--- src/rtl/riscv_pkg.sv ---
// Shared definitions for the multicycle RISC-V controller.
//   statetype        - main FSM state enumeration
//   OP_*             - opcode field values (instr[6:0]) recognised by the decoder
//   ALUOP_*          - ALUOp encodings driven to aludec
//   RES_*            - ResultSrc encodings
//   SRCA_* / SRCB_*  - ALU operand select encodings
package riscv_pkg;

    typedef enum logic [3:0] {
        FETCH    = 4'd0,
        DECODE   = 4'd1,
        MEMADR   = 4'd2,
        MEMREAD  = 4'd3,
        MEMWB    = 4'd4,
        MEMWRITE = 4'd5,
        EXECUTER = 4'd6,
        EXECUTEI = 4'd7,
        ALUWB    = 4'd8,
        BEQ      = 4'd9,
        JAL      = 4'd10,
        ILLEGAL  = 4'd11
    } statetype;

    localparam logic [6:0] OP_LOAD   = 7'b0000011;
    localparam logic [6:0] OP_STORE  = 7'b0100011;
    localparam logic [6:0] OP_RTYPE  = 7'b0110011;
    localparam logic [6:0] OP_ITYPE  = 7'b0010011;
    localparam logic [6:0] OP_BRANCH = 7'b1100011;
    localparam logic [6:0] OP_JAL    = 7'b1101111;

    localparam logic [1:0] ALUOP_ADD   = 2'b00;
    localparam logic [1:0] ALUOP_SUB   = 2'b01;
    localparam logic [1:0] ALUOP_FUNCT = 2'b10;

    localparam logic [1:0] RES_ALUOUT    = 2'b00;
    localparam logic [1:0] RES_DATA      = 2'b01;
    localparam logic [1:0] RES_ALURESULT = 2'b10;

    localparam logic [1:0] SRCA_PC    = 2'b00;
    localparam logic [1:0] SRCA_OLDPC = 2'b01;
    localparam logic [1:0] SRCA_RS1   = 2'b10;

    localparam logic [1:0] SRCB_RS2    = 2'b00;
    localparam logic [1:0] SRCB_IMM    = 2'b01;
    localparam logic [1:0] SRCB_FOUR   = 2'b10;

endpackage

--- src/rtl/main_fsm.sv ---
// Main control FSM of the multicycle RISC-V datapath.
// Moore decode of the state; only FETCH (IRWrite/PCUpdate) and MEMWRITE
// (instr_done) look at mem_ready, the unified memory handshake.
//
// Ports
//   clk        in   sole clock, rising edge
//   reset      in   synchronous, active-high
//   op         in   [6:0] opcode of the instruction register
//   mem_ready  in   1 = current memory access completes this cycle
//   PCUpdate   out  unconditional PC write enable
//   Branch     out  conditional PC write (combined with Zero outside)
//   RegWrite   out  register file write enable
//   MemWrite   out  data memory write strobe
//   IRWrite    out  instruction register / OldPC write enable
//   AdrSrc     out  memory address select (0 = PC, 1 = Result)
//   ResultSrc  out  [1:0] result select
//   ALUSrcA    out  [1:0] ALU operand A select
//   ALUSrcB    out  [1:0] ALU operand B select
//   ALUOp      out  [1:0] operation class for aludec
//   instr_done out  one-cycle pulse when an instruction retires
//   illegal    out  one-cycle pulse for an unsupported opcode
module main_fsm
    import riscv_pkg::*;
(
    input  logic       clk,
    input  logic       reset,
    input  logic [6:0] op,
    input  logic       mem_ready,
    output logic       PCUpdate,
    output logic       Branch,
    output logic       RegWrite,
    output logic       MemWrite,
    output logic       IRWrite,
    output logic       AdrSrc,
    output logic [1:0] ResultSrc,
    output logic [1:0] ALUSrcA,
    output logic [1:0] ALUSrcB,
    output logic [1:0] ALUOp,
    output logic       instr_done,
    output logic       illegal
);

    statetype state, next_state;

    // NOTE: state registers use non-blocking assignment so every flop samples
    // the pre-edge values regardless of process evaluation order.
    always_ff @(posedge clk) begin
        if (reset) state <= FETCH;
        else       state <= next_state;
    end

    always_comb begin
        // NOTE: every output and next_state gets a default before the case so
        // no path leaves a variable unassigned, which would infer a latch.
        next_state = state;
        PCUpdate   = 1'b0;
        Branch     = 1'b0;
        RegWrite   = 1'b0;
        MemWrite   = 1'b0;
        IRWrite    = 1'b0;
        AdrSrc     = 1'b0;
        ResultSrc  = RES_ALUOUT;
        ALUSrcA    = SRCA_PC;
        ALUSrcB    = SRCB_RS2;
        ALUOp      = ALUOP_ADD;
        instr_done = 1'b0;
        illegal    = 1'b0;

        unique case (state)
            FETCH: begin
                // PC+4 is computed every cycle, but only committed together
                // with the instruction word once memory delivers it.
                ALUSrcB   = SRCB_FOUR;
                ResultSrc = RES_ALURESULT;
                IRWrite   = mem_ready;
                PCUpdate  = mem_ready;
                if (mem_ready) next_state = DECODE;
            end
            DECODE: begin
                // OldPC + imm: speculative branch target parked in ALUOut.
                ALUSrcA = SRCA_OLDPC;
                ALUSrcB = SRCB_IMM;
                unique case (op)
                    OP_LOAD, OP_STORE: next_state = MEMADR;
                    OP_RTYPE:          next_state = EXECUTER;
                    OP_ITYPE:          next_state = EXECUTEI;
                    OP_BRANCH:         next_state = BEQ;
                    OP_JAL:            next_state = JAL;
                    default:           next_state = ILLEGAL;
                endcase
            end
            MEMADR: begin
                ALUSrcA = SRCA_RS1;
                ALUSrcB = SRCB_IMM;
                next_state = (op == OP_LOAD) ? MEMREAD : MEMWRITE;
            end
            MEMREAD: begin
                AdrSrc = 1'b1;
                if (mem_ready) next_state = MEMWB;
            end
            MEMWB: begin
                ResultSrc  = RES_DATA;
                RegWrite   = 1'b1;
                instr_done = 1'b1;
                next_state = FETCH;
            end
            MEMWRITE: begin
                // The strobe is held through the stall; the store retires on
                // the cycle memory accepts it.
                AdrSrc     = 1'b1;
                MemWrite   = 1'b1;
                instr_done = mem_ready;
                if (mem_ready) next_state = FETCH;
            end
            EXECUTER: begin
                ALUSrcA    = SRCA_RS1;
                ALUSrcB    = SRCB_RS2;
                ALUOp      = ALUOP_FUNCT;
                next_state = ALUWB;
            end
            EXECUTEI: begin
                ALUSrcA    = SRCA_RS1;
                ALUSrcB    = SRCB_IMM;
                ALUOp      = ALUOP_FUNCT;
                next_state = ALUWB;
            end
            ALUWB: begin
                RegWrite   = 1'b1;
                instr_done = 1'b1;
                next_state = FETCH;
            end
            BEQ: begin
                ALUSrcA    = SRCA_RS1;
                ALUSrcB    = SRCB_RS2;
                ALUOp      = ALUOP_SUB;
                Branch     = 1'b1;
                instr_done = 1'b1;
                next_state = FETCH;
            end
            JAL: begin
                // PC <- ALUOut (target from DECODE) while OldPC+4 is formed
                // for the link write in ALUWB.
                ALUSrcA    = SRCA_OLDPC;
                ALUSrcB    = SRCB_FOUR;
                PCUpdate   = 1'b1;
                next_state = ALUWB;
            end
            ILLEGAL: begin
                // PC was already advanced in FETCH, so the instruction is skipped.
                illegal    = 1'b1;
                next_state = FETCH;
            end
            default: next_state = FETCH;
        endcase
    end

endmodule

--- config.mk ---
export PLATFORM = sky130hd
export DESIGN_NAME = main_fsm
export DESIGN_NICKNAME = d
export VERILOG_FILES = /design/src/rtl/riscv_pkg.sv /design/src/rtl/main_fsm.sv
export SDC_FILE = /design/constraint.sdc
export NUM_CORES = 1
export LEC_CHECK = 0
export CORE_MARGIN = 4
export CORE_UTILIZATION = 36
export CTS_CLUSTER_SIZE = 40
export DETAILED_ROUTE_END_ITERATION = 10
export PLACE_DENSITY = 0.74
export SKIP_LAST_GASP = 1
export SYNTH_ARGS = -nofsm -noshare
export SYNTH_HDL_FRONTEND = slang
export SYNTH_SLANG_ARGS = --single-unit
export TNS_END_PERCENT = 1
--- constraint.sdc ---
create_clock -name clk -period 1.3 [get_ports clk]
set_input_delay 0.26 -clock clk [delete_from_list [all_inputs] [get_ports clk]]
set_output_delay 0.26 -clock clk [all_outputs]
set_load 0.01 [all_outputs]
==> summary.txt, run 1 <==
Drt
  – Detailed Routing Iterations Pass 1: 4
  – First DRT Iteration DRCs: 12
  – Wirelength per Cell: 13.64 um
  – Via count: 793
  – DRC viols: 0
  – Via-to-Cell Ratio: 5.358
  – WL final: 2019 um
  – Routed Antenna Nets: 0

Logic synthesis
  – Top-count cell post-synth: nand2b_1
  – Post-Syn Area: 575.6 um^2
  – Number of synthesized flops with an enable pin: 0
  – YS warnings: 0
  – Synth top cells by count: nand2b_1 (11), nor2_1 (9), a21oi_1 (6)
  – Yosys reg bits: 4
  – Dominant cells by area after synthesis: dfxtp_1 (14%), nand2b_1 (12%), nor2_1 (5.9%)
  – Syn_area_per_cell: 7.194 um^2
  – Post-synth top flop: dfxtp_1
  – Yosys top cell area share: 0.1391
  – Syn Nets: 90
  – Register area share after synthesis: 0.1391
  – Mapped Cells: 80
  – Async S/R FF share, synth: 0
  – Netlist cell types: 34
  – Cell taking the most area after synthesis: dfxtp_1

Global route
  – Largest net degree at the start of global routing: 10
  – Initial antenna violation count: 0
  – Met1 Use GR: 0.2181
  – Busiest grt layer: met2
  – Vias in the first global route: 733
  – Global Route met2 Usage: 0.3325
  – Grt ovf: 0
  – First-pass GRT wire length: 3036 um
  – GRT Total Usage: 0.1940
  – Met3 Usage GRT: 0.03383

Floorplanning
  – Die Y: 47.99 um
  – Total die area: 2303 um^2
  – Floorplan core area: 1506 um^2
  – DIE WIDTH: 47.99 um
  – Row count: 14
  – Initial Utilization: 0.3821
  – IO Count: 26

CTS
  – CTS sink count: 4
  – H-Tree Level Count: 1
  – Clk root buf: clkbuf_4
  – Clock Path Buffers: 2
  – Clock insertion delay at the later pin of the skew report: 230 ps
  – CTS tree: built
  – TritonCTS Buffers: 3
  – Clock slew at reported path FFs: 40 ps

Placed design
  – HPWL after DPL: 1555 um
  – IO buf count: 25
  – GP Congestion: 0.9387
  – Inst Count DP: 142

Timing
  – Final setup fails: 20
  – Max-slew violations: 0
  – Tightest Pin Transition: 511.1 ps
  – Final WS setup: -325.8 ps
  – Min Clock Period, post-route: 1626 ps
  – Slew headroom: 0.6584
  – RSZ-0062 raised after global routing: yes
  – Final hold violation count: 0
  – Tcrit/Tclk final: 1.251
  – Max Clock Freq: 615.1 MHz
  – Worst-case clock skew: 0.8439 ps

Status
  – Failing checks: negative setup slack
  – Status: complete, but fails checks

Power
  – Total power: 0.8937 mW
  – PD cells: 811.7 nW/um^2
  – Peak VDD IR: 0.0005656 V
  – Lkg Pwr: 0.5033 nW

Final layout
  – Register bank with the most flops: state
  – Fraction of layout cells with a size suffix above 1: 0.4394
  – Net count, final: 144
  – Final core utilization: 0.7309
  – Layout area overhead: 91.31%
  – ANT cells: 0
  – Largest register FFs: 4
  – Top Registers: state: 4 flops
  – Non-filler cells in the finished layout: 148

Setup path
  – CP Class: register to primary output
  – Worst EP arrival: 1370 ps
  – CP required: 1040 ps
  – Reg2reg path depth: 5
  – Crit path max fanout: 8
  – CP Capture Type: primary output
  – CP startpoint kind: register

Hold path
  – Worst Hold Class: input pin to register
  – Hold path cells: 3

Job
  – Max-cap violations: 0
layout by cell type, fill, tap and decap left out, types with 3 or more instances in the layout:
master,netlist,final
buf_4,3,28
dlygate4sd2_1,0,10
nor2_1,9,9
nand2b_1,11,9
clkdlybuf4s50_1,0,9
a21oi_1,6,6
nand2_1,5,5
dfxtp_4,0,4
nor3_2,3,3
o21ai_0,3,3
clkbuf_4,0,3
buf_6,1,3
buf_2,3,3
per-layer routing:
metal	vias to the layer above	share of wire	wire, um
met5	-	0	0
met2	28	0.52	1052
li1	401	-	-
met1	360	0.40	815
met4	0	0.011	23
met3	4	0.063	128
kinds of logic (layout without fill, tap and decap cells):
logic type | Yosys count | after routing | share of synthesized area
xor+xnor | 2 | 2 | 0.03044
compound gates | 24 | 24 | 0.2935
flops | 4 | 4 | 0.1391
buf+inv | 7 | 59 | 0.08477
simple gates | 43 | 43 | 0.4522
final timing paths:
check | startpoint | endpoint | slack [ps]
worst max-delay path | state[2] | ALUSrcA[1] | -330
worst min-delay path | op[5] | state[1] | 720
worst max register to register | state[1] | state[1] | -260
worst min register to register | state[2] | state[0] | 720
timing repair:
item | CTS | global route
setup endpoints to repair | 20 | 20
pin swaps | 3 | 1
gates resized for setup | 42 | 7
hold buffers | 0 | 0
buffers inserted | 2 | 1
critical path, cell delays in order (launching register included):
cell and delay (ps):
dfxtp_4 400, nand2b_1 180, nor3_2 70, or3_4 360, buf_6 130
final cells by class:
cell class / instances / area (um^2)
Tap cell: 16 / 20.02
Fill cell: 121 / 405.4
Clock buffer: 3 / 22.52
Sequential cell: 4 / 95.09
Multi-Input combinational cell: 69 / 496.7
Timing Repair Buffer: 56 / 466.7
metrics by stage:
stage	setup TNS [ps]	cell area, um^2	hold WS (ps)	setup slack (ps)
after floorplan	-15.96	601.8	326.2	-10.85
after global placement	-7302	1042	757.5	-620.7
after detailed placement	-7733	1042	769.9	-620.5
after CTS	-4550	1101	705.8	-334.7
after global routing	-5692	1101	726.4	-384.2
final	-4195	1101	718.0	-325.8
power breakdown:
part	internal [mW]	switching, mW	leakage [nW]
logic	0.315	0.251	0.454
clock network	0.103	0.0476	0.0138
registers	0.140	0.0369	0.0356
total	0.559	0.335	0.503
Note: power is estimated with default switching activity, not from simulation.
==> run 2, diff against run 1 <==
--- a/config.mk
+++ b/config.mk
@@ -9,6 +9,7 @@
 export CORE_UTILIZATION = 36
 export CTS_CLUSTER_SIZE = 40
 export DETAILED_ROUTE_END_ITERATION = 10
+export GPL_TIMING_DRIVEN = 0
 export PLACE_DENSITY = 0.74
 export SKIP_LAST_GASP = 1
 export SYNTH_ARGS = -nofsm -noshare
==> summary.txt, run 2 (synthesis gave the netlist of run 1 again) <==
Timing
  – RSZ-0062 raised after global routing: yes
  – Slew headroom: 0.7097
  – WHS: 639.3 ps
  – Tightest Pin Transition: 424.5 ps
  – Final WS setup: -328.6 ps
  – Max Clock Freq: 614.0 MHz
  – Max-slew violations: 0
  – Min Clock Period, post-route: 1629 ps
  – Final hold violation count: 0
  – Final setup fails: 19
  – Tcrit/Tclk final: 1.253
  – Worst-case clock skew: 4.682 ps

Final layout
  – Largest register FFs: 4
  – Layout area overhead: 61.96%
  – ANT cells: 0
  – Net count, final: 125
  – # fillers: 132
  – Most frequent cells in the layout: nand2b_1 (10), nor2_1 (9), dlygate4sd2_1 (9)
  – Register bank with the most flops: state
  – Fraction of layout cells with a size suffix above 1: 0.3540
  – Top Registers: state: 4 flops
  – Commonest non-fill, non-tap cell in the layout: nand2b_1

CTS
  – CTS sink count: 4
  – Clock Path Buffers: 2
  – CTS tree: built
  – H-Tree Level Count: 1
  – Clock slew at reported path FFs: 40 ps
  – TritonCTS Buffers: 3
  – Clock insertion delay at the later pin of the skew report: 230 ps
  – Clk root buf: clkbuf_4

Global route
  – Busiest grt layer: met2
  – Vias in the first global route: 611
  – Initial antenna violation count: 0
  – Met1 Use GR: 0.2390
  – Grt ovf: 0
  – Largest net degree at the start of global routing: 11
  – GRT Total Usage: 0.1726
  – First-pass GRT wire length: 2815 um
  – Met3 Usage GRT: 0.02256
  – Global Route met2 Usage: 0.2691

Setup path
  – Crit path max fanout: 5
  – Worst path most repeated cell: buf_6
  – Reg2reg setup slack: -60 ps
  – Family with the most delay on the worst path: simple AND/OR/NAND/NOR gates
  – CP Class: register to primary output
  – Critical register-to-register path startpoint: state[1]
  – Levels on crit path: 5
  – CP Capture Type: primary output
  – CP required: 1040 ps
  – Reg2reg path depth: 5
  – CP max stage delay: 370 ps
  – Worst EP arrival: 1370 ps
  – Worst path cell trace: buf_6 -> nor2b_4 -> and2_4 -> or3_4 -> buf_6
  – CP max stage cell: or3_4
  – Worst setup startpoint: state[3]
  – CP Capture Point: ALUSrcA[1]
  – RR Endpoint: state[1]
  – Worst Path Buf+Inv: 2
  – CP startpoint kind: register

Power
  – Psw: 0.3100 mW
  – Switching share of power: 0.3894
  – Lkg Pwr: 0.4051 nW
  – Total power: 0.7960 mW
  – Logic pwr share: 0.609
  – Sequential power share: 0.205
  – PD cells: 854.0 nW/um^2
  – Clk pwr share: 0.186
  – Peak VDD IR: 0.0006373 V
  – P_int: 0.4860 mW

Drt
  – First DRT Iteration DRCs: 23
  – Detailed Routing Iterations Pass 1: 4
  – Via count: 699
  – Routed Antenna Nets: 0
  – Via-to-Cell Ratio: 5.419
  – Wirelength per Cell: 13.39 um
  – DRC viols: 0
  – WL final: 1727 um

Placed design
  – HPWL after DPL: 1246 um
  – IO buf count: 25
  – GP Congestion: 0.7917

Floorplanning
  – Die Y: 47.99 um
  – Initial Utilization: 0.3821
  – Floorplan core area: 1506 um^2
  – IO Count: 26
  – DIE WIDTH: 47.99 um
  – Row count: 14
  – Total die area: 2303 um^2

Hold path
  – Worst Hold Class: register to register

Status
  – Failing checks: negative setup slack
  – Status: complete, but fails checks

Job
  – Max-cap violations: 0
run 2: cell types whose count changed in the layout (fill, tap and decap cells not counted), moves of 2 or more:
cell	delta
dfxtp_2	+2
buf_6	+3
nand2b_4	-2
dfxtp_4	-2
buf_4	-22
run 2: power groups by stage:
stage | registers, mW | clock network, mW | logic (mW)
after global placement | 0.158 | 0 | 0.487
final | 0.163 | 0.148 | 0.485
after floorplan | 0.153 | 0 | 0.291
after detailed placement | 0.158 | 0 | 0.491
after CTS | 0.162 | 0.158 | 0.480
after global routing | 0.165 | 0.169 | 0.537
run 2: how the worst min path moves through the flow:
stage | from | depth (start not counted) | endpoint
2_1_floorplan | reset | 1 | state[2]
3_5_place_dp | state[1] | 3 | state[1]
4_1_cts | state[0] | 3 | state[1]
3_3_place_gp | state[1] | 3 | state[1]
5_1_grt | state[0] | 3 | state[1]
6_report | state[0] | 3 | state[1]
run 2: per-stage QoR:
| stage | worst slack (ps) | utilization | cell area (um^2) | std cells | TNS (ps) |
|---|---|---|---|---|---|
| 3_3_place_gp | -788.0 | 0.5789 | 872.1 | 121 | -8058 |
| 6_report | -328.6 | 0.6188 | 932.1 | 129 | -4053 |
| 2_1_floorplan | -10.85 | - | 601.8 | 80 | -15.96 |
| 5_1_grt | -376.1 | 0.6188 | 932.1 | 129 | -5848 |
| 4_1_cts | -347.2 | 0.6188 | 932.1 | 128 | -4616 |
| 3_5_place_dp | -780.9 | 0.5789 | 872.1 | 121 | -8099 |
run 2: cell type report:
| cell class | count | area [um^2] | share of cell area |
|---|---|---|---|
| clock buffer | 3 | 22.52 | 0.02416 |
| multi-input combinational | 69 | 483.0 | 0.5181 |
| buffer | 7 | 71.32 | 0.07651 |
| tap | 16 | 20.02 | 0.02148 |
| sequential | 4 | 90.09 | 0.09664 |
| timing repair buffer | 30 | 245.2 | 0.2631 |
run 2: repair_timing:
item / CTS / global route
resized for setup: 46 / 7
hold endpoints to repair: 0 / 0
buffers inserted: 3 / 1
cloned: 1 / 0
setup endpoints to repair: 19 / 20
hold buffers: 0 / 0
run 2: worst min-delay path: cells and delay by family (launching register included):
| family | cells | cell delay [ps] |
|---|---|---|
| flip-flops | 1 | 390 |
| AND/OR/NAND/NOR | 2 | 150 |
| AO/OA/AOI/OAI | 1 | 60 |
run 2: routing by layer:
metal	vias up	routed length (um)
met3	2	124
met2	27	839
met4	0	6
li1	361	-
met1	309	756
met5	-	0
==> run 3, diff against run 2 <==
--- a/config.mk
+++ b/config.mk
@@ -6,11 +6,11 @@
 export NUM_CORES = 1
 export LEC_CHECK = 0
 export CORE_MARGIN = 4
-export CORE_UTILIZATION = 36
+export CORE_UTILIZATION = 40
 export CTS_CLUSTER_SIZE = 40
 export DETAILED_ROUTE_END_ITERATION = 10
 export GPL_TIMING_DRIVEN = 0
-export PLACE_DENSITY = 0.74
+export PLACE_DENSITY = 0.78
 export SKIP_LAST_GASP = 1
 export SYNTH_ARGS = -nofsm -noshare
 export SYNTH_HDL_FRONTEND = slang
==> constraint.sdc (replaced) <==
create_clock -name clk -period 1.5 [get_ports clk]
set_input_delay 0.3 -clock clk [delete_from_list [all_inputs] [get_ports clk]]
set_output_delay 0.3 -clock clk [all_outputs]
set_load 0.01 [all_outputs]
==> summary.txt, run 3 (synthesis gave the netlist of run 1 again) <==
Drt
  – Detailed Routing Iterations Pass 1: 4
  – WL final: 1867 um
  – DRC viols: 0
  – First DRT Iteration DRCs: 20
  – Via-to-Cell Ratio: 5.890
  – Via count: 748
  – Routed Antenna Nets: 0
  – Wirelength per Cell: 14.70 um

Setup path
  – Reg2reg path depth: 6
  – CP startpoint kind: register
  – Reg2reg setup slack: -120 ps
  – CP Capture Type: primary output
  – CP Capture Point: IRWrite
  – Worst setup startpoint: state[2]
  – CP Class: register to primary output
  – Worst EP arrival: 1390 ps
  – Crit path max fanout: 10
  – CP required: 1200 ps
  – Critical register-to-register path startpoint: state[1]
  – RR Endpoint: state[1]

Floorplanning
  – Floorplan core area: 1334 um^2
  – Total die area: 2110 um^2
  – Die Y: 45.93 um
  – Initial Utilization: 0.4315
  – DIE WIDTH: 45.93 um
  – IO Count: 26
  – Row count: 13

Final layout
  – Most frequent cells in the layout: dlygate4sd2_1 (11), nand2b_1 (9), nor2_1 (8), clkdlybuf4s50_1 (8)
  – ANT cells: 0
  – Commonest non-fill, non-tap cell in the layout: dlygate4sd2_1
  – Layout area overhead: 60.22%
  – Finished Cell Area: 922.1 um^2
  – Fraction of layout cells with a size suffix above 1: 0.3304
  – Register bank with the most flops: state
  – Non-filler cells in the finished layout: 127
  – # fillers: 122
  – Net count, final: 124
  – Top Registers: state: 4 flops
  – Largest register FFs: 4

Global route
  – GRT Total Usage: 0.1940
  – Largest net degree at the start of global routing: 11
  – Grt ovf: 0
  – Global Route met2 Usage: 0.3242
  – Met1 Use GR: 0.2302
  – Vias in the first global route: 699
  – Met3 Usage GRT: 0.02767
  – Busiest grt layer: met2
  – Initial antenna violation count: 0
  – First-pass GRT wire length: 3001 um

Timing
  – Min Clock Period, post-route: 1690 ps
  – Worst-case clock skew: 0.3644 ps
  – Final WS setup: -190.0 ps
  – Final setup fails: 17
  – Final hold violation count: 0
  – WHS: 645.6 ps
  – Tcrit/Tclk final: 1.127
  – RSZ-0062 raised after global routing: yes
  – Max Clock Freq: 591.7 MHz
  – Tightest Pin Transition: 550.3 ps
  – Max-slew violations: 0
  – Slew headroom: 0.6236

CTS
  – TritonCTS Buffers: 3
  – CTS sink count: 4
  – CTS tree: built
  – Clock insertion delay at the later pin of the skew report: 230 ps
  – Clock Path Buffers: 2
  – H-Tree Level Count: 1
  – Clk root buf: clkbuf_4
  – Clock slew at reported path FFs: 30 ps

Job
  – Max-cap violations: 0

Placed design
  – IO buf count: 25
  – HPWL after DPL: 1361 um
  – Place WS: -677.7 ps
  – Placed instance area: 844.6 um^2
  – GP Congestion: 0.8396
  – Inst Count DP: 120

Power
  – Total power: 0.6886 mW
  – Lkg Pwr: 0.4040 nW
  – Peak VDD IR: 0.0005223 V
  – PD cells: 746.7 nW/um^2

Status
  – Status: complete, but fails checks
  – Failing checks: negative setup slack

Hold path
  – Worst Hold Class: register to register
==> run 3: worst min-delay path by stage <==
stage | cells past startpoint | slack [ps] | end | start
after global placement | 3 | 670 | state[2] | state[3]
after detailed placement | 3 | 680 | state[2] | state[3]
after global routing | 3 | 680 | state[1] | state[0]
final | 3 | 650 | state[1] | state[0]
after CTS | 3 | 640 | state[1] | state[0]
after floorplan | 1 | 370 | state[2] | reset
==> run 3: worst max-delay path: stages (launching register included) <==
cell and delay (ps):
dfxtp_4 360, buf_6 150, nor4_2 280, and2_1 160, clkdlybuf4s15_2 210
==> run 3: area by class of cell <==
cell class	instances	area [um^2]	area share
well taps	15	18.77	0.02035
repair buffers	29	251.5	0.2727
plain buffers	7	71.32	0.07734
flip-flops and latches	4	90.09	0.09769
multi-input cells	69	467.9	0.5075
clock buffers	3	22.52	0.02442
==> run 3: timing repair <==
action / CTS / global route
setup endpoints to repair: 17 / 17
hold buffers: 0 / 0
setup buffers: 3 / 0
cloned: 0 / 1
resized for setup: 45 / 5
==> run 3: report_power, final <==
part           switching (mW)  total [mW]  internal [mW]
combinational           0.210       0.419          0.210
sequential             0.0225       0.144          0.122
clock                  0.0360       0.125         0.0889
==> run 3: metal layers <==
metal / up-vias / part of all wire
met5: - / 0
met4: 0 / 0.033
met3: 8 / 0.041
met2: 27 / 0.52
met1: 356 / 0.40
li1: 357 / -
==> run 3: metrics by stage <==
| stage | setup TNS, ps | utilization |
|---|---|---|
| after floorplan | 0 | - |
| after global placement | -5098 | 0.6332 |
| after detailed placement | -5425 | 0.6332 |
| after CTS | -2130 | 0.6773 |
| after global routing | -3491 | 0.6914 |
| final | -2060 | 0.6914 |
